### src/rtl/kbd_cmd_ctrl_if.sv
// Bus between the keyboard command controller, the PS/2 receiver and the
// processor port logic. The slave side is the controller itself.
interface kbd_cmd_ctrl_if #(
  parameter int FIFO_AW = 2
);
  // Receiver side
  logic               rx_done_tick;
  logic [7:0]         rx_data;
  logic               rx_en;
  // Processor side
  logic               cmd_rd;
  logic               cmd_valid;
  logic [3:0]         cmd_code;
  logic [FIFO_AW:0]   cmd_count;
  logic               overflow;
  logic               ovf_clr;

  modport master (
    output rx_done_tick, rx_data, cmd_rd, ovf_clr,
    input  rx_en, cmd_valid, cmd_code, cmd_count, overflow
  );

  modport slave (
    input  rx_done_tick, rx_data, cmd_rd, ovf_clr,
    output rx_en, cmd_valid, cmd_code, cmd_count, overflow
  );
endinterface

### src/rtl/kbd_cmd_ctrl.sv
// Keyboard command controller: tracks E0/F0 scan-code prefixes, turns key
// releases of eight keys into 4-bit commands and queues them in a small
// show-ahead FIFO read by the processor through a valid/pop handshake.
module kbd_cmd_ctrl #(
  parameter int FIFO_AW = 2,
  parameter int TIMEOUT = 1000000,
  parameter int TO_W    = 20
) (
  input  logic           clk,
  input  logic           reset,
  kbd_cmd_ctrl_if.slave  bus
);

  localparam int DEPTH = 1 << FIFO_AW;

  typedef enum logic [1:0] {
    IDLE    = 2'd0,
    EXT     = 2'd1,
    BRK     = 2'd2,
    EXT_BRK = 2'd3
  } state_t;

  state_t              state, state_next;
  logic [TO_W-1:0]     to_cnt;
  logic                timeout_hit;
  logic                push;
  logic [3:0]          push_code;

  logic [3:0]          mem [DEPTH];
  logic [FIFO_AW-1:0]  wr_ptr, rd_ptr;
  logic [FIFO_AW:0]    count, count_next;
  logic                empty, full, pop, push_ok, drop;
  logic                rx_en_q, overflow_q;

  // Map a released scan code to its command; 0 means "no command".
  function automatic logic [3:0] decode(input logic [7:0] code, input logic ext);
    logic [3:0] c;
    case (code)
      8'h75:   c = 4'd4;
      8'h74:   c = 4'd5;
      8'h6B:   c = 4'd6;
      8'h72:   c = 4'd7;
      8'h2B:   c = ext ? 4'd0 : 4'd1;
      8'h33:   c = ext ? 4'd0 : 4'd2;
      8'h2C:   c = ext ? 4'd0 : 4'd3;
      8'h76:   c = ext ? 4'd0 : 4'd8;
      default: c = 4'd0;
    endcase
    return c;
  endfunction

  // A partial prefix is abandoned once the idle counter reaches TIMEOUT-1.
  assign timeout_hit = (state != IDLE) && (to_cnt == TO_W'(TIMEOUT - 1));

  // Prefix state register.
  always_ff @(posedge clk or negedge reset) begin
    // NOTE: sequential state uses non-blocking assignments so every flop
    // samples the pre-edge values regardless of statement order.
    if (!reset) state <= IDLE;
    else        state <= state_next;
  end

  // Next-state and decode; a byte in the timeout cycle is still processed.
  always_comb begin
    // NOTE: every output of this block is given a default first so no
    // path leaves it unassigned, which would infer a latch.
    state_next = state;
    push_code  = 4'd0;
    if (bus.rx_done_tick) begin
      case (state)
        IDLE: begin
          if (bus.rx_data == 8'hE0)      state_next = EXT;
          else if (bus.rx_data == 8'hF0) state_next = BRK;
        end
        EXT:     state_next = (bus.rx_data == 8'hF0) ? EXT_BRK : IDLE;
        BRK: begin
          push_code  = decode(bus.rx_data, 1'b0);
          state_next = IDLE;
        end
        EXT_BRK: begin
          push_code  = decode(bus.rx_data, 1'b1);
          state_next = IDLE;
        end
        default: state_next = IDLE;
      endcase
    end else if (timeout_hit) begin
      state_next = IDLE;
    end
    push = (push_code != 4'd0);
  end

  // Idle counter: runs only while a prefix is pending.
  always_ff @(posedge clk or negedge reset) begin
    if (!reset)
      to_cnt <= '0;
    else if (state == IDLE || bus.rx_done_tick || timeout_hit)
      to_cnt <= '0;
    else
      to_cnt <= to_cnt + 1'b1;
  end

  // FIFO handshake qualification and next occupancy.
  always_comb begin
    empty      = (count == '0);
    full       = (count == (FIFO_AW + 1)'(DEPTH));
    pop        = bus.cmd_rd && !empty;
    push_ok    = push && (!full || pop);
    drop       = push && full && !pop;
    count_next = count;
    if (push_ok && !pop)      count_next = count + 1'b1;
    else if (!push_ok && pop) count_next = count - 1'b1;
  end

  // FIFO pointers, occupancy, receiver enable and sticky overflow.
  always_ff @(posedge clk or negedge reset) begin
    if (!reset) begin
      wr_ptr     <= '0;
      rd_ptr     <= '0;
      count      <= '0;
      rx_en_q    <= 1'b0;
      overflow_q <= 1'b0;
    end else begin
      if (push_ok) wr_ptr <= wr_ptr + 1'b1;
      if (pop)     rd_ptr <= rd_ptr + 1'b1;
      count   <= count_next;
      rx_en_q <= (count_next < (FIFO_AW + 1)'(DEPTH));
      if (drop)             overflow_q <= 1'b1;
      else if (bus.ovf_clr) overflow_q <= 1'b0;
    end
  end

  // FIFO storage write.
  always_ff @(posedge clk) begin
    // NOTE: storage is deliberately not reset; count gates every read, so
    // stale entries are never visible.
    if (push_ok) mem[wr_ptr] <= push_code;
  end

  assign bus.cmd_valid = !empty;
  assign bus.cmd_code  = empty ? 4'd0 : mem[rd_ptr];
  assign bus.cmd_count = count;
  assign bus.overflow  = overflow_q;
  assign bus.rx_en     = rx_en_q;

endmodule

### src/flat_wrapper.sv
// flat-port wrapper written by rule: the top's interface ports become plain ports
module kbd_cmd_ctrl_flat 
#(
  parameter int FIFO_AW = 2,
  parameter int TIMEOUT = 1000000,
  parameter int TO_W    = 20
)
  (clk, reset, bus_rx_done_tick, bus_rx_data, bus_cmd_rd, bus_ovf_clr, bus_rx_en, bus_cmd_valid, bus_cmd_code, bus_cmd_count, bus_overflow);
  kbd_cmd_ctrl_if #(.FIFO_AW(FIFO_AW)) bus_i ();
  input  logic clk;
  input  logic reset;
  input wire logic [$bits(bus_i.rx_done_tick)-1:0] bus_rx_done_tick;
  input wire logic [$bits(bus_i.rx_data)-1:0] bus_rx_data;
  input wire logic [$bits(bus_i.cmd_rd)-1:0] bus_cmd_rd;
  input wire logic [$bits(bus_i.ovf_clr)-1:0] bus_ovf_clr;
  output wire logic [$bits(bus_i.rx_en)-1:0] bus_rx_en;
  output wire logic [$bits(bus_i.cmd_valid)-1:0] bus_cmd_valid;
  output wire logic [$bits(bus_i.cmd_code)-1:0] bus_cmd_code;
  output wire logic [$bits(bus_i.cmd_count)-1:0] bus_cmd_count;
  output wire logic [$bits(bus_i.overflow)-1:0] bus_overflow;
  assign bus_i.rx_done_tick = bus_rx_done_tick;
  assign bus_i.rx_data = bus_rx_data;
  assign bus_i.cmd_rd = bus_cmd_rd;
  assign bus_i.ovf_clr = bus_ovf_clr;
  assign bus_rx_en = bus_i.rx_en;
  assign bus_cmd_valid = bus_i.cmd_valid;
  assign bus_cmd_code = bus_i.cmd_code;
  assign bus_cmd_count = bus_i.cmd_count;
  assign bus_overflow = bus_i.overflow;
  kbd_cmd_ctrl #(.FIFO_AW(FIFO_AW), .TIMEOUT(TIMEOUT), .TO_W(TO_W)) u_core (.clk(clk), .reset(reset), .bus(bus_i));
endmodule
### config.mk
export PLATFORM = sky130hd
export DESIGN_NAME = kbd_cmd_ctrl_flat
export DESIGN_NICKNAME = d
export VERILOG_FILES = /design/src/rtl/kbd_cmd_ctrl_if.sv /design/src/rtl/kbd_cmd_ctrl.sv /design/src/flat_wrapper.sv
export SDC_FILE = /design/constraint.sdc
export NUM_CORES = 1
export LEC_CHECK = 0
export BUFFER_PORTS_ARGS = -buffer_cell sky130_fd_sc_hd__buf_4
export CAP_MARGIN = 20
export CORE_UTILIZATION = 57
export DETAILED_ROUTE_END_ITERATION = 12
export PLACE_DENSITY = 0.86
export SLEW_MARGIN = 40
export SYNTH_ARGS = -nofsm -noshare
export SYNTH_HDL_FRONTEND = slang
export SYNTH_SLANG_ARGS = --single-unit
### constraint.sdc
create_clock -name clk -period 5.3 [get_ports clk]
set_input_delay 0.53 -clock clk [delete_from_list [all_inputs] [get_ports clk]]
set_output_delay 0.53 -clock clk [all_outputs]
set_load 0.005 [all_outputs]
==> flow_metrics.env <==
export IMPL_run_status="complete, no violations"
export IMPL_routed_via_density=5.68
export IMPL_synthDominantAreaCellType="sky130_fd_sc_hd__dfrtp_1"
export IMPL_synth_cell_area_sq_um=2500
export IMPL_place_area_sq_um=2690
export IMPL_synth_commonest_cells="sky130_fd_sc_hd__nor2_1 (37), sky130_fd_sc_hd__dfrtp_1 (31), sky130_fd_sc_hd__edfxtp_1 (16), sky130_fd_sc_hd__nand2_1 (16), sky130_fd_sc_hd__nand3_1 (15)"
export IMPL_total_leakage_power_nw=1.16
export IMPL_finalSetupViolCount=0
export IMPL_drt_drc_violations_left=0
export IMPL_gr_usage_all_layers=0.210
export IMPL_design_final_nets=277
export IMPL_ys_flop_type="sky130_fd_sc_hd__dfrtp_1"
export IMPL_setup_ws_ps=3020
export IMPL_die_w_um=68.2
export IMPL_drt_pass1_iter_count=4
export IMPL_die_area_sq_um=4650
export IMPL_clock_tree_buffer_depth=2
export IMPL_timing_final_hold_violations=0
export IMPL_detailroute_via_count=1745
export IMPL_clk_pin_slew_ps=90
export IMPL_global_placer_s_final_weighted_congestion=0.923
export IMPL_post_dp_hpwl_um=3070
export IMPL_worst_setup_slack_after_placement_ps=2800
export IMPL_critPathCaptureType="primary output"
export IMPL_postSynthNetCount=255
export IMPL_fin_tns_setup_ps=0
export IMPL_worst_hold_path_type="input port to async pin"
export IMPL_layoutNonFillerInstCount=307
export IMPL_fraction_of_final_layout_cells_with_drive_strength_greater_than_1=0.163
export IMPL_via_count_of_the_first_global_routing_pass=1646
export IMPL_skew_ps=8.83
export IMPL_ff_latch_area_sq_um=1260
export IMPL_tritoncts_num_sinks=47
export IMPL_clock_tree_root_cell="sky130_fd_sc_hd__clkbuf_8"
export IMPL_timing_critical_path_from_type="register"
export IMPL_synth_seq_area_share=0.503
export IMPL_area_growth_synth_to_final_pct=12.5
export IMPL_max_cap_violations=0
export IMPL_rsz0062_at_grt="false"
export IMPL_coreArea_sq_um=4120
export IMPL_syn_avg_cell_area_sq_um=10.7
export IMPL_ctsHtreeMaxLevel=2
export IMPL_initialDrtViolationCount=51
export IMPL_synth_cells=234
export IMPL_initial_util=0.607
export IMPL_cts_hold_fix_buffers=0
export IMPL_seq_cells_post_synth=47
export IMPL_port_buffer_count=22
export IMPL_worst_slew_pin_slew_ps=465
export IMPL_finalCriticalPeriod_ps=2280
export IMPL_cts_resized=0
export IMPL_ys_warn_count=0
export IMPL_worstPathArrival_ps=1750
export IMPL_grt_pass1_wl_um=7070
export IMPL_final_core_utilization=0.683
export IMPL_grt_start_max_net_pins=32
export IMPL_cts_tree="built"
export IMPL_grt_overflow_total=0
export IMPL_finish_instance_area_sq_um=2810
export IMPL_power_density_nw_per_um2=318
export IMPL_drt_total_wl_um=4240
export IMPL_peak_supply_drop_uv=183
export IMPL_ff2ff_setup_slack_ps=3210
export IMPL_antenna_cells=0
export IMPL_finalHoldWorstSlack_ps=136
export IMPL_post_cts_buffers=0
export IMPL_fin_crit_sh=0.431
export IMPL_timing_max_transition_violations_final=0
export IMPL_multi_input_area_sq_um=1180
export IMPL_max_freq_mhz=438
export IMPL_ioPinCount=23
export IMPL_synthMostInstantiatedCell="sky130_fd_sc_hd__nor2_1"
export IMPL_synthArstFlopShare=0.660
export IMPL_synth_lib_cells_used_distinct=50
export IMPL_yosys_area_top_type_share=0.311
export IMPL_synth_edf_count=16
export IMPL_netlist_top_cells_area="sky130_fd_sc_hd__dfrtp_1 (31%), sky130_fd_sc_hd__edfxtp_1 (19%), sky130_fd_sc_hd__nor2_1 (5.6%), sky130_fd_sc_hd__xnor2_1 (4.2%), sky130_fd_sc_hd__ha_1 (4.0%)"
export IMPL_route_antenna_remaining_nets=0
export IMPL_row_count=23
export IMPL_die_h_um=68.2
export IMPL_fin_total_pwr_uw=893
export IMPL_worst_ep_required_time_ps=4770
export IMPL_placed_cells=299
export IMPL_nFillCells=323
export IMPL_slew_headroom=0.687
export IMPL_crit_path_max_fanout=10
export IMPL_antenna_found_initial=0
export IMPL_timing_setup_critical_path_class="register to primary output"
export IMPL_number_of_buffers_created_by_cts=5
export IMPL_wl_cell_um=13.8
export IMPL_worstSkewPairLatency_ps=310
final cells by class:
class / instances / share of cell area
flip-flops and latches: 47 / 0.447
well taps: 50 / 0.0223
multi-input cells: 173 / 0.420
repair buffers: 23 / 0.0615
inverters: 6 / 0.00802
clock buffers: 5 / 0.0245
clock inverters: 3 / 0.0169
where the power goes:
| part | internal, mW | leakage, nW | switching, mW | total (mW) |
|---|---|---|---|---|
| Combinational | 0.105 | 0.499 | 0.0839 | 0.189 |
| Sequential | 0.397 | 0.601 | 0.0375 | 0.434 |
| Clock | 0.143 | 0.0587 | 0.126 | 0.269 |
cells in the final DEF (no fill, tap or decap), drive strengths merged, types with 3 or more instances in the layout:
cell and instances:
nor2 38, nand3 15, xor2 10, xnor2 12, buf 23, nor4 3, nor3 5, and2 5
clkbuf 5, o21ai 6, edfxtp 16, a21oi 3, inv 7, nand3b 4, nand2 16, mux4 4
dfrtp 31, ha 8, nand2b 3, and3 8, o21a 4
critical path, cell delays in order, from the launching register on:
cell and delay, ps:
sky130_fd_sc_hd__dfrtp_1 460, sky130_fd_sc_hd__inv_1 120, sky130_fd_sc_hd__ha_1 280, sky130_fd_sc_hd__nand2b_1 240, sky130_fd_sc_hd__and2_1 210, sky130_fd_sc_hd__buf_4 130
sequential cells by signal, summed over array words and instances, names as in the netlist, named ones only:
register / count
u_core.to_cnt: 20
u_core.bus.cmd_count: 2
u_core.rd_ptr: 2
u_core.state: 2
u_core.mem: 16
u_core.bus.rx_en: 1
u_core.bus.overflow: 1
u_core.wr_ptr: 2
cells by family (layout without fill, tap and decap cells):
kind of cell / Yosys count / after routing / share of synthesized area
flip-flops: 47 / 47 / 0.503
buffers and inverters: 14 / 37 / 0.0250
AO/OA/AOI/OAI: 28 / 28 / 0.0842
XOR/XNOR: 22 / 22 / 0.0772
adder cells (fa/ha/maj): 8 / 8 / 0.0401
AND/OR/NAND/NOR: 108 / 108 / 0.222
multiplexers: 7 / 7 / 0.0486
path summary, 6_finish.rpt:
kind,end,startpoint,cells past startpoint
worst min register to register,u_core.to_cnt[0],u_core.to_cnt[0],1
worst max-delay path,bus_cmd_code[0],u_core.bus.cmd_count[1],5
min in group clk,u_core.bus.overflow,bus_ovf_clr,2
max in group asynchronous,u_core.to_cnt[14],reset,1
worst max register to register,u_core.bus.rx_en,u_core.state[0],7
worst min-delay path,u_core.rd_ptr[1],reset,1
per-layer routing:
metal	global-route usage	wire, um
met5	0	0
met4	0.0781	65
met3	0.0550	158
met2	0.364	2160
met1	0.249	1850
(Power assumes the default switching activity.)
